`src/rtl/cache_pkg.sv`:
```
// Shared types and default geometry for the direct-mapped write-through data cache.
package cache_pkg;

    typedef enum logic [1:0] {
        IDLE,
        REFILL,
        WTHRU
    } state_e;

    localparam int DEF_DATA_WIDTH = 32;
    localparam int DEF_ADDR_WIDTH = 32;
    localparam int DEF_SETS       = 16;
    localparam int DEF_LINE_WORDS = 4;

    localparam int OFF_W = $clog2(DEF_LINE_WORDS);
    localparam int IDX_W = $clog2(DEF_SETS);
    localparam int TAG_W = DEF_ADDR_WIDTH - IDX_W - OFF_W - 2;

endpackage

```
`src/rtl/data_cache_if.sv`:
```
// Single-outstanding req/ack word bus between the cache (master) and backing memory (slave).
interface data_cache_if #(
    parameter int ADDR_WIDTH = 32,
    parameter int DATA_WIDTH = 32
);

    logic                  mem_req_o;
    logic                  mem_we_o;
    logic [ADDR_WIDTH-1:0] mem_addr_o;
    logic [DATA_WIDTH-1:0] mem_wdata_o;
    logic                  mem_ack_i;
    logic [DATA_WIDTH-1:0] mem_rdata_i;

    modport master (
        output mem_req_o, mem_we_o, mem_addr_o, mem_wdata_o,
        input  mem_ack_i, mem_rdata_i
    );

    modport slave (
        input  mem_req_o, mem_we_o, mem_addr_o, mem_wdata_o,
        output mem_ack_i, mem_rdata_i
    );

endinterface

```
`src/rtl/data_cache_ctrl.sv`:
```
// Cache controller: IDLE/REFILL/WTHRU sequencing, refill word counter and registered
// backing-memory request signals. Array writes are signalled to the parent as strobes.
module data_cache_ctrl
    import cache_pkg::*;
#(
    parameter int DATA_WIDTH = DEF_DATA_WIDTH,
    parameter int ADDR_WIDTH = DEF_ADDR_WIDTH,
    parameter int LINE_WORDS = DEF_LINE_WORDS
) (
    input  logic                          clk_i,
    input  logic                          rst_n_i,
    input  logic                          rd_en_i,
    input  logic                          wr_en_i,
    input  logic                          hit_i,
    input  logic [ADDR_WIDTH-1:0]         addr_i,
    input  logic [DATA_WIDTH-1:0]         wdata_i,
    input  logic                          mem_ack_i,
    output logic                          stall_o,
    output logic                          rd_hit_o,
    output logic                          wr_hit_o,
    output logic                          refill_start_o,
    output logic                          refill_we_o,
    output logic                          refill_last_o,
    output logic [$clog2(LINE_WORDS)-1:0] refill_word_o,
    output logic                          mem_req_o,
    output logic                          mem_we_o,
    output logic [ADDR_WIDTH-1:0]         mem_addr_o,
    output logic [DATA_WIDTH-1:0]         mem_wdata_o
);

    localparam int WORD_W = $clog2(LINE_WORDS);
    localparam logic [WORD_W-1:0]     LAST_WORD = WORD_W'(LINE_WORDS - 1);
    localparam logic [ADDR_WIDTH-1:0] WORD_MASK = ~ADDR_WIDTH'(3);
    localparam logic [ADDR_WIDTH-1:0] LINE_MASK = ~ADDR_WIDTH'(LINE_WORDS * 4 - 1);

    state_e                state_q, state_d;
    logic [WORD_W-1:0]     cnt_q, cnt_d;
    logic                  req_q, req_d;
    logic                  we_q, we_d;
    logic [ADDR_WIDTH-1:0] addr_q, addr_d;
    logic [DATA_WIDTH-1:0] wdata_q, wdata_d;
    logic                  wr_done_q, wr_done_d;

    always_comb begin
        state_d        = state_q;
        cnt_d          = cnt_q;
        req_d          = req_q;
        we_d           = we_q;
        addr_d         = addr_q;
        wdata_d        = wdata_q;
        wr_done_d      = wr_done_q;
        stall_o        = 1'b1;
        rd_hit_o       = 1'b0;
        wr_hit_o       = 1'b0;
        refill_start_o = 1'b0;
        refill_we_o    = 1'b0;
        refill_last_o  = 1'b0;
        case (state_q)
            IDLE: begin
                stall_o   = 1'b0;
                wr_done_d = 1'b0;
                // wr_done_q marks the retire cycle of a finished store, which is still held upstream
                if (wr_en_i && !wr_done_q) begin
                    stall_o  = 1'b1;
                    wr_hit_o = hit_i;
                    state_d  = WTHRU;
                    req_d    = 1'b1;
                    we_d     = 1'b1;
                    addr_d   = addr_i & WORD_MASK;
                    wdata_d  = wdata_i;
                end else if (rd_en_i && !wr_en_i) begin
                    if (hit_i) begin
                        rd_hit_o = 1'b1;
                    end else begin
                        stall_o        = 1'b1;
                        refill_start_o = 1'b1;
                        state_d        = REFILL;
                        cnt_d          = '0;
                        req_d          = 1'b1;
                        we_d           = 1'b0;
                        addr_d         = addr_i & LINE_MASK;
                    end
                end
            end
            REFILL: begin
                if (mem_ack_i) begin
                    refill_we_o = 1'b1;
                    cnt_d       = cnt_q + 1'b1;
                    addr_d      = addr_q + ADDR_WIDTH'(4);
                    if (cnt_q == LAST_WORD) begin
                        refill_last_o = 1'b1;
                        state_d       = IDLE;
                        req_d         = 1'b0;
                    end
                end
            end
            WTHRU: begin
                if (mem_ack_i) begin
                    state_d   = IDLE;
                    req_d     = 1'b0;
                    wr_done_d = 1'b1;
                end
            end
            default: state_d = IDLE;
        endcase
    end

    always_ff @(posedge clk_i or negedge rst_n_i) begin
        if (!rst_n_i) begin
            state_q   <= IDLE;
            cnt_q     <= '0;
            req_q     <= 1'b0;
            we_q      <= 1'b0;
            addr_q    <= '0;
            wdata_q   <= '0;
            wr_done_q <= 1'b0;
        end else begin
            state_q   <= state_d;
            cnt_q     <= cnt_d;
            req_q     <= req_d;
            we_q      <= we_d;
            addr_q    <= addr_d;
            wdata_q   <= wdata_d;
            wr_done_q <= wr_done_d;
        end
    end

    assign refill_word_o = cnt_q;
    assign mem_req_o     = req_q;
    assign mem_we_o      = we_q;
    assign mem_addr_o    = addr_q;
    assign mem_wdata_o   = wdata_q;

endmodule

```
`src/rtl/data_cache.sv`:
```
// Direct-mapped, write-through, no-write-allocate data cache between the M stage and
// backing memory. Holds the tag/data/valid arrays and hit logic; sequencing lives in the controller.
module data_cache
    import cache_pkg::*;
#(
    parameter int DATA_WIDTH = DEF_DATA_WIDTH,
    parameter int ADDR_WIDTH = DEF_ADDR_WIDTH,
    parameter int SETS       = DEF_SETS,
    parameter int LINE_WORDS = DEF_LINE_WORDS
) (
    input  logic                  clk_i,
    input  logic                  rst_n_i,
    input  logic                  rd_en_i,
    input  logic                  wr_en_i,
    input  logic [ADDR_WIDTH-1:0] addr_i,
    input  logic [DATA_WIDTH-1:0] wdata_i,
    output logic [DATA_WIDTH-1:0] rdata_o,
    output logic                  stall_o,
    data_cache_if.master          mem
);

    localparam int WORD_W   = $clog2(LINE_WORDS);
    localparam int SET_W    = $clog2(SETS);
    localparam int TAG_LSB  = WORD_W + SET_W + 2;
    localparam int TAG_BITS = ADDR_WIDTH - TAG_LSB;

    logic [WORD_W-1:0]       word_sel;
    logic [SET_W-1:0]        set_idx;
    logic [TAG_BITS-1:0]     addr_tag;
    logic                    hit;

    logic [DATA_WIDTH-1:0]   data_mem [SETS*LINE_WORDS];
    logic [TAG_BITS-1:0]     tag_mem  [SETS];
    logic [SETS-1:0]         valid_q, valid_d;

    logic                    rd_hit, wr_hit;
    logic                    refill_start, refill_we, refill_last;
    logic [WORD_W-1:0]       refill_word;
    logic                    data_we;
    logic [SET_W+WORD_W-1:0] data_waddr;
    logic [DATA_WIDTH-1:0]   data_wdata;

    logic                    req, we;
    logic [ADDR_WIDTH-1:0]   maddr;
    logic [DATA_WIDTH-1:0]   mwdata;

    assign word_sel = addr_i[WORD_W+1:2];
    assign set_idx  = addr_i[TAG_LSB-1:WORD_W+2];
    assign addr_tag = addr_i[ADDR_WIDTH-1:TAG_LSB];
    assign hit      = valid_q[set_idx] && (tag_mem[set_idx] == addr_tag);

    data_cache_ctrl #(
        .DATA_WIDTH (DATA_WIDTH),
        .ADDR_WIDTH (ADDR_WIDTH),
        .LINE_WORDS (LINE_WORDS)
    ) u_ctrl (
        .clk_i          (clk_i),
        .rst_n_i        (rst_n_i),
        .rd_en_i        (rd_en_i),
        .wr_en_i        (wr_en_i),
        .hit_i          (hit),
        .addr_i         (addr_i),
        .wdata_i        (wdata_i),
        .mem_ack_i      (mem.mem_ack_i),
        .stall_o        (stall_o),
        .rd_hit_o       (rd_hit),
        .wr_hit_o       (wr_hit),
        .refill_start_o (refill_start),
        .refill_we_o    (refill_we),
        .refill_last_o  (refill_last),
        .refill_word_o  (refill_word),
        .mem_req_o      (req),
        .mem_we_o       (we),
        .mem_addr_o     (maddr),
        .mem_wdata_o    (mwdata)
    );

    assign mem.mem_req_o   = req;
    assign mem.mem_we_o    = we;
    assign mem.mem_addr_o  = maddr;
    assign mem.mem_wdata_o = mwdata;

    assign rdata_o = rd_hit ? data_mem[{set_idx, word_sel}] : '0;

    // Refill and store-hit writes never coincide: one happens in REFILL, the other in IDLE
    always_comb begin
        data_we    = refill_we | wr_hit;
        data_waddr = refill_we ? {set_idx, refill_word} : {set_idx, word_sel};
        data_wdata = refill_we ? mem.mem_rdata_i : wdata_i;
    end

    always_comb begin
        valid_d = valid_q;
        if (refill_start) valid_d[set_idx] = 1'b0;
        if (refill_last)  valid_d[set_idx] = 1'b1;
    end

    always_ff @(posedge clk_i) begin
        if (data_we) data_mem[data_waddr] <= data_wdata;
        if (refill_last) tag_mem[set_idx] <= addr_tag;
    end

    always_ff @(posedge clk_i or negedge rst_n_i) begin
        if (!rst_n_i) valid_q <= '0;
        else          valid_q <= valid_d;
    end

endmodule
```
`src/flat_wrapper.sv`:
```
// flat-port wrapper written by rule: the top's interface ports become plain ports
module data_cache_flat import cache_pkg::*;
#(
    parameter int DATA_WIDTH = DEF_DATA_WIDTH,
    parameter int ADDR_WIDTH = DEF_ADDR_WIDTH,
    parameter int SETS       = DEF_SETS,
    parameter int LINE_WORDS = DEF_LINE_WORDS
)
  (clk_i, rst_n_i, rd_en_i, wr_en_i, addr_i, wdata_i, rdata_o, stall_o, mem_mem_req_o, mem_mem_we_o, mem_mem_addr_o, mem_mem_wdata_o, mem_mem_ack_i, mem_mem_rdata_i);
  data_cache_if #(.ADDR_WIDTH(ADDR_WIDTH), .DATA_WIDTH(DATA_WIDTH)) mem_i ();
  input  logic clk_i;
  input  logic rst_n_i;
  input  logic rd_en_i;
  input  logic wr_en_i;
  input  logic [ADDR_WIDTH-1:0] addr_i;
  input  logic [DATA_WIDTH-1:0] wdata_i;
  output logic [DATA_WIDTH-1:0] rdata_o;
  output logic stall_o;
  output wire logic [$bits(mem_i.mem_req_o)-1:0] mem_mem_req_o;
  output wire logic [$bits(mem_i.mem_we_o)-1:0] mem_mem_we_o;
  output wire logic [$bits(mem_i.mem_addr_o)-1:0] mem_mem_addr_o;
  output wire logic [$bits(mem_i.mem_wdata_o)-1:0] mem_mem_wdata_o;
  input wire logic [$bits(mem_i.mem_ack_i)-1:0] mem_mem_ack_i;
  input wire logic [$bits(mem_i.mem_rdata_i)-1:0] mem_mem_rdata_i;
  assign mem_mem_req_o = mem_i.mem_req_o;
  assign mem_mem_we_o = mem_i.mem_we_o;
  assign mem_mem_addr_o = mem_i.mem_addr_o;
  assign mem_mem_wdata_o = mem_i.mem_wdata_o;
  assign mem_i.mem_ack_i = mem_mem_ack_i;
  assign mem_i.mem_rdata_i = mem_mem_rdata_i;
  data_cache #(.DATA_WIDTH(DATA_WIDTH), .ADDR_WIDTH(ADDR_WIDTH), .SETS(SETS), .LINE_WORDS(LINE_WORDS)) u_core (.clk_i(clk_i), .rst_n_i(rst_n_i), .rd_en_i(rd_en_i), .wr_en_i(wr_en_i), .addr_i(addr_i), .wdata_i(wdata_i), .rdata_o(rdata_o), .stall_o(stall_o), .mem(mem_i));
endmodule
```
`config.mk`:
```
export PLATFORM = sky130hd
export DESIGN_NAME = data_cache_flat
export DESIGN_NICKNAME = d
export VERILOG_FILES = /design/src/rtl/cache_pkg.sv /design/src/rtl/data_cache_if.sv /design/src/rtl/data_cache_ctrl.sv /design/src/rtl/data_cache.sv /design/src/flat_wrapper.sv
export SDC_FILE = /design/constraint.sdc
export NUM_CORES = 2
export LEC_CHECK = 0
export CORE_ASPECT_RATIO = 1.2
export CORE_MARGIN = 5
export CORE_UTILIZATION = 34
export DETAILED_ROUTE_END_ITERATION = 10
export PLACE_DENSITY = 0.55
export SLEW_MARGIN = 20
export SYNTH_ARGS = -nofsm -noshare
export SYNTH_HDL_FRONTEND = slang
export SYNTH_HIERARCHICAL = 1
export SYNTH_SLANG_ARGS = --single-unit
```
`constraint.sdc`:
```
create_clock -name clk_i -period 6.5 [get_ports clk_i]
set_input_delay 1.3 -clock clk_i [delete_from_list [all_inputs] [get_ports clk_i]]
set_output_delay 1.3 -clock clk_i [all_outputs]
set_load 0.01 [all_outputs]
```
Word-level counts from Yosys, hierarchy flattened
Memories as Yosys holds them, arrays and structs flattened. Cells that the tools add are included.

Bits in registers: 87. Memory bits (writable): 2432. Input port bits: 101. Output and inout bits: 99. Word-level logic and storage cells: 108. Memories: 2.

$add $sub $neg: 2. Order comparisons: 2. Eq/ne operators: 13. Mux-type cells: 59. Bitwise gates (word level): 4. Reductions and logical operators: 18.

Memory list: u_core.data_mem (words 64, width 32, read ports 1, clocked after Yosys merged registers in 0, wr ports 1, line data_cache.sv:32) `logic [DATA_WIDTH-1:0] data_mem [SETS*LINE_WORDS];`; u_core.tag_mem (words 16, width 24, read ports 1, clocked after Yosys merged registers in 0, wr ports 1, line data_cache.sv:33) `logic [TAG_BITS-1:0] tag_mem [SETS];`.

Operators by type and width (number): $mux 32 (6); $pmux 32 s2 (1); $mux 1 (33); $add 32x3->32 const B (1); $mux 16 (2); $eq 24x24->1 (1); $mux 2 (11); $and 16x16->16 (1); $not 16->16 (1); $or 16x16->16 (1); $ne 2x2->1 const B (6); $reduce_and 5->1 (2); $ne 3x3->1 const B (2); $pmux 2 s3 (1); $reduce_and 6->1 (1); $reduce_bool 2->1 (3); $lt 4x5->1 const B (1); $bmux 1 s4 (1); $demux 1 s4 (1); $eq 2x2->1 const B (2); $ge 4x1->1 const B (1); $logic_and 1x1->1 (4); $pmux 2 s2 (1); $reduce_and 2->1 (2); other kinds (11) (12).

Longest topological paths before layout
Word-level depth: 10. Mapped depth: 19. Depth with buffers taken out: 12.

Cells and area by module
Netlist, hierarchy kept.

Modules (own cells, without submodules): data_cache (times used 1, cells each 3988, area an instance 94506.9 um2, seq. area each 73430.4 um2); data_cache_ctrl (times used 1, cells each 405, area an instance 3928.8 um2, seq. area each 1726.7 um2).

Worst setup path before layout
OpenSTA, ideal clock, no wires.

Kind: input port to flip-flop. From: in addr_i[5]. To: mem u_core.data_mem[60][0], enable pin. Setup time: 0.421 ns. Arrival time: 5.733 ns. Data required time: 6.079 ns. Path slack: 0.346 ns. Stages on the path: 13. Buffers on the path: 2. Cells stage by stage: buf_1 clkbuf_1 mux4_2 a221oi_2 xor2_1 nand2_1 or4_1 nor4_2 and3_1 nor2_1 nor2_1 nand2_1 nor2_1.

Cells in the longest elaborated chain, start to end: 8. Elaborated cells on any way between the ends: 10. Those cells by class: 1 x eq/ne; 6 x mux; 1 x bitwise; 1 x reduce/logical; 1 x memory.

Ends and longest elaborated chain: start: declaration (line flat_wrapper.sv:15) `input logic [ADDR_WIDTH-1:0] addr_i;`; $mem_v2 16x24 / $bmux 1 s4 (equally long branches); $eq 24x24->1 / $mux 1 (equally long branches) (line data_cache.sv:50) `assign hit = valid_q[set_idx] && (tag_mem[set_idx] == addr_tag);`; $logic_and 1x1->1 (*) (line data_cache.sv:50); named net u_core.hit (line data_cache.sv:30) `logic hit;`; $mux 1 (*) (line data_cache_ctrl.sv:63) `if (wr_en_i && !wr_done_q) begin`; $mux 1 (*) (line data_cache_ctrl.sv:58) `case (state_q)`; named net u_core.wr_hit (line data_cache.sv:36) `logic rd_hit, wr_hit;`; $or 1x1->1 (*) (line data_cache.sv:87) `data_we = refill_we | wr_hit;`; $mux 1 (*) (line data_cache.sv:99) `if (data_we) data_mem[data_waddr] <= data_wdata;`; $mux 1 (implied by the code) (*) (line data_cache.sv:99); end: declaration (line data_cache.sv:32).

Mark *: on every way through the listed nets, which the timed path passes. The rest lies on a longest branch. The select of a mux whose other input is x is not followed.

Final worst setup path
From: in addr_i[4]. To: out rdata_o[11].

Cells in the longest elaborated chain, start to end: 8. Elaborated cells on any way between the ends: 11. Those cells by class: 1 x eq/ne; 7 x mux; 1 x reduce/logical; 2 x memory.

Ends and longest elaborated chain: $mem_v2 16x24 / $bmux 1 s4 (equally long branches); $eq 24x24->1 / $mux 1 (equally long branches) (line data_cache.sv:50); $logic_and 1x1->1 (*) (line data_cache.sv:50); named net u_core.hit (line data_cache.sv:30); $mux 1 (*) (line data_cache_ctrl.sv:72) `if (hit_i) begin`; $mux 1 (*) (line data_cache_ctrl.sv:71) `end else if (rd_en_i && !wr_en_i) begin`; $mux 1 (*) (line data_cache_ctrl.sv:63); $mux 1 (*) (line data_cache_ctrl.sv:58); named net u_core.rd_hit (line data_cache.sv:36); $mux 32 (*) (line data_cache.sv:83) `assign rdata_o = rd_hit ? data_mem[{set_idx, word_sel}] : '0;`; end: declaration (line flat_wrapper.sv:17) `output logic [DATA_WIDTH-1:0] rdata_o;`.

Marks and branches as above.

==> impl_metrics.tcl <==
set metrics [dict create \
    final_worst_path_period_share_pct 98.78 \
    synthTopCellsByArea "edfxtp_1 (74%), mux4_2 (16%), dfrtp_1 (2.2%)" \
    global_route.overflow_total 0 \
    syn_avg_cell_area_sq_um 22.41 \
    final_hold_vio_count 0 \
    yosys.cell_types.count 82 \
    start_to_end_type_of_the_worst_setup_path "in2out" \
    postSynthCellCount 4393 \
    areaGrowthSynthToFinish_pct 20.97 \
    drt_first_pass_iters 9 \
    cell_pwr_density_nw_per_um2 317.5 \
    synth_edf_count 2432 \
    worstPathArrival_ps 5120 \
    p_leak_nw 37.95 \
    power.net_switching_mw 8.788 \
    cts_sinks 2517 \
    mostFrequentLayoutCell "edfxtp_1" \
    initial_core_utilization_pct 34.14 \
    yosysSeqAreaShare_pct 76.35 \
    report.final.slew_viol_count 0 \
    final_critical_path_setup_slack_ps 79.53 \
    place_congestion 0.8070 \
    worst-endpoint-required_ps 5200 \
    wirelength_um 290200 \
    drive_gt1_share_pct 33.06 \
    rows 216 \
    track_usage_pct 19.11 \
    dr.first_iter.drc_count 5578 \
    synth_area_leader "edfxtp_1" \
    i_o_pins 200 \
    floorplan.die.width_um 501.2 \
    netSwitchingFraction_pct 23.25 \
    setup.worst_path.start_class "primary input" \
    result_of_the_run "completed" \
    fin_worst_skew_ps 66.38 \
    power.share.sequential_pct 49.5 \
    timing.final.crit_period_ps 6420 \
    pwr-share-comb_pct 10.3 \
    clk_latency_ps 930 \
    vias_per_cell 5.521 \
    worstReg2RegEnd "u_core/data_mem[38][4]" \
    synth_top_cell_area_share_pct 74.19 \
    max-vdd-ir-drop_mv 0.3046 \
    yosysWarnings 6 \
    numCtsBuffers 286 \
    clk_path_buf_depth 4 \
    fin_setup_tns_ps 0 \
    ys_ff_latch 2517 \
    worst-r2r-setup-slack_ps 1810 \
    die-height_um 599.4 \
    power.internal_mw 29.02 \
    post-route-drc-count 0 \
    place_worst_setup_slack_ps -503.4 \
    syn-cell-area_sq_um 98440 \
    cts_htree_levels 5 \
    crit_path_end_kind "primary output" \
    grt_start_max_net_pins 69 \
    nets 5226 \
    count_of_hold_buffers_inserted_by_post_cts_repair 0 \
    post_layout_util_pct 41.29 \
    ant_nets 0 \
    final.hold.worst_slack_ps 395.5 \
    drv.max_cap_violation_count 0 \
    number_of_antenna_violations_at_the_first_check_in_global_routing 8 \
    average_wire_per_standard_cell_um 31.75 \
    synth-async-reset-ratio_pct 3.377 \
    timing.fmax_ghz 0.1558 \
    relSlewSlack_pct 22.72 \
    route.vias.total 50460 \
    worst_hold_path_type "in2async" \
    port_buffer_count 195 \
    regToRegStartpoint "u_core/tag_mem[11][13]" \
    core_box_area_sq_um 288400 \
    share_of_total_power_in_the_clock_network_pct 40.3 \
    layout.cells.most_common_list "edfxtp_1 (2,432), mux4_2 (695), buf_4 (326)" \
    post_dp_hpwl_um 178600 \
    die-area_sq_um 300400 \
    yosys_most_used_dff "edfxtp_1" \
    final-setup-viol-count 0 \
    reg2regPathDepth 17 \
    grt_pass1_vias 51720 \
    worst_slew_pin_slew_ps 1159 \
    clkSlewWorstSetupHoldPaths_ps 60 \
    worstPathMaxFanout 16 \
    clk_root_buffer_cell "clkbuf_16" \
    clock_tree_from_tritoncts "yes" \
    grt_first_pass_wirelength_um 406500 \
]
-- cells in the mapped netlist (20+ instances only) --
master / instances
buf_4: 23
a22oi_1: 35
a21oi_1: 46
and2_1: 20
nand3_1: 30
o21ai_0: 35
dfrtp_1: 85
mux2_2: 79
mux2i_1: 99
clkbuf_1: 114
edfxtp_1: 2432
buf_1: 30
buf_2: 70
and3_1: 21
nand2_1: 110
mux4_2: 695
nor2_1: 131
nor3_1: 24
-- worst max-delay path by stage --
| stage | from | end | slack [ps] | cells past startpoint |
|---|---|---|---|---|
| 4_1_cts | addr_i[4] | rdata_o[27] | -180 | 16 |
| 3_3_place_gp | addr_i[4] | rdata_o[30] | -530 | 16 |
| 2_1_floorplan | addr_i[5] | u_core/data_mem[60][0] | 350 | 13 |
| 5_1_grt | addr_i[4] | rdata_o[1] | -10 | 18 |
| 6_report | addr_i[4] | rdata_o[11] | 80 | 16 |
| 3_5_place_dp | addr_i[4] | rdata_o[27] | -500 | 14 |
-- timing repair --
item                                    CTS  global route
resized for setup                        46            47
cloned                                    1             0
pin swaps                                 2             1
endpoints found under the setup margin   33            30
buffers inserted                          4             0
-- metrics by stage --
step	power (mW)	instance area, sq um	cells
after floorplan	20.99	98440	4394
after global placement	22.85	110200	8641
after detailed placement	22.94	110200	8641
after CTS	38.15	119000	9132
after global routing	39.08	119100	9137
final	37.81	119100	9139
-- power groups by stage --
stage | combinational, mW | sequential (mW) | clock, mW
after floorplan | 1.93 | 19.1 | 0
final | 3.88 | 18.7 | 15.2
after global routing | 4.13 | 18.7 | 16.2
after detailed placement | 3.90 | 19.0 | 0
after global placement | 3.82 | 19.0 | 0
after CTS | 3.92 | 18.7 | 15.5
-- sequential cells by signal, indices dropped and copies added, names as in the netlist --
register	flops
u_core/u_ctrl/mem_wdata_o	32
u_core/u_ctrl/state_q	2
u_core/valid_q	16
u_core/u_ctrl/mem_req_o	1
u_core/tag_mem	384
u_core/u_ctrl/wr_done_q	1
u_core/u_ctrl/refill_word_o	2
u_core/data_mem	2048
u_core/u_ctrl/mem_addr_o	30
u_core/u_ctrl/mem_we_o	1
-- critical path, stage by stage --
cell and delay [ps]:
buf_16 150, buf_12 120, mux4_2 490, a22o_1 260, a221oi_2 300, xor2_1 180
nand2_1 110, or4_4 590, nor4_4 290, buf_4 170, and4b_2 270, buf_4 130
buf_8 150, buf_12 160, and2_1 150, clkdlybuf4s15_1 240
-- per-layer routing --
metal	part of all wire [%]	vias to the layer above	global-route usage, %
li1	-	20190	-
met5	0	-	0
met1	40	27820	25.09
met3	5.9	469	2.758
met4	3.4	0	6.014
met2	51	1973	32.95
-- logic make-up after synthesis --
family | Yosys count | synth area share [%]
multiplexers | 881 | 18.03
AO/OA/AOI/OAI | 267 | 1.923
other | 1 | 0.003810
AND/OR/NAND/NOR | 430 | 2.125
buffers and inverters | 264 | 1.255
adder cells (fa/ha/maj) | 6 | 0.07626
XOR/XNOR | 27 | 0.2402
flip-flops | 2517 | 76.35
-- area by class of cell --
cell class                      instances  area (sq um)
Multi-Input combinational cell       1613         22720
Antenna cell                            7         17.52
Clock inverter                        120          1039
Clock buffer                          366          7677
Tap cell                             3815          4773
Sequential cell                      2517         75160
Fill cell                           24950        169300
Timing Repair Buffer                  681          7612
Inverter                               20         80.08
Note: power is estimated with default switching activity, not from simulation.
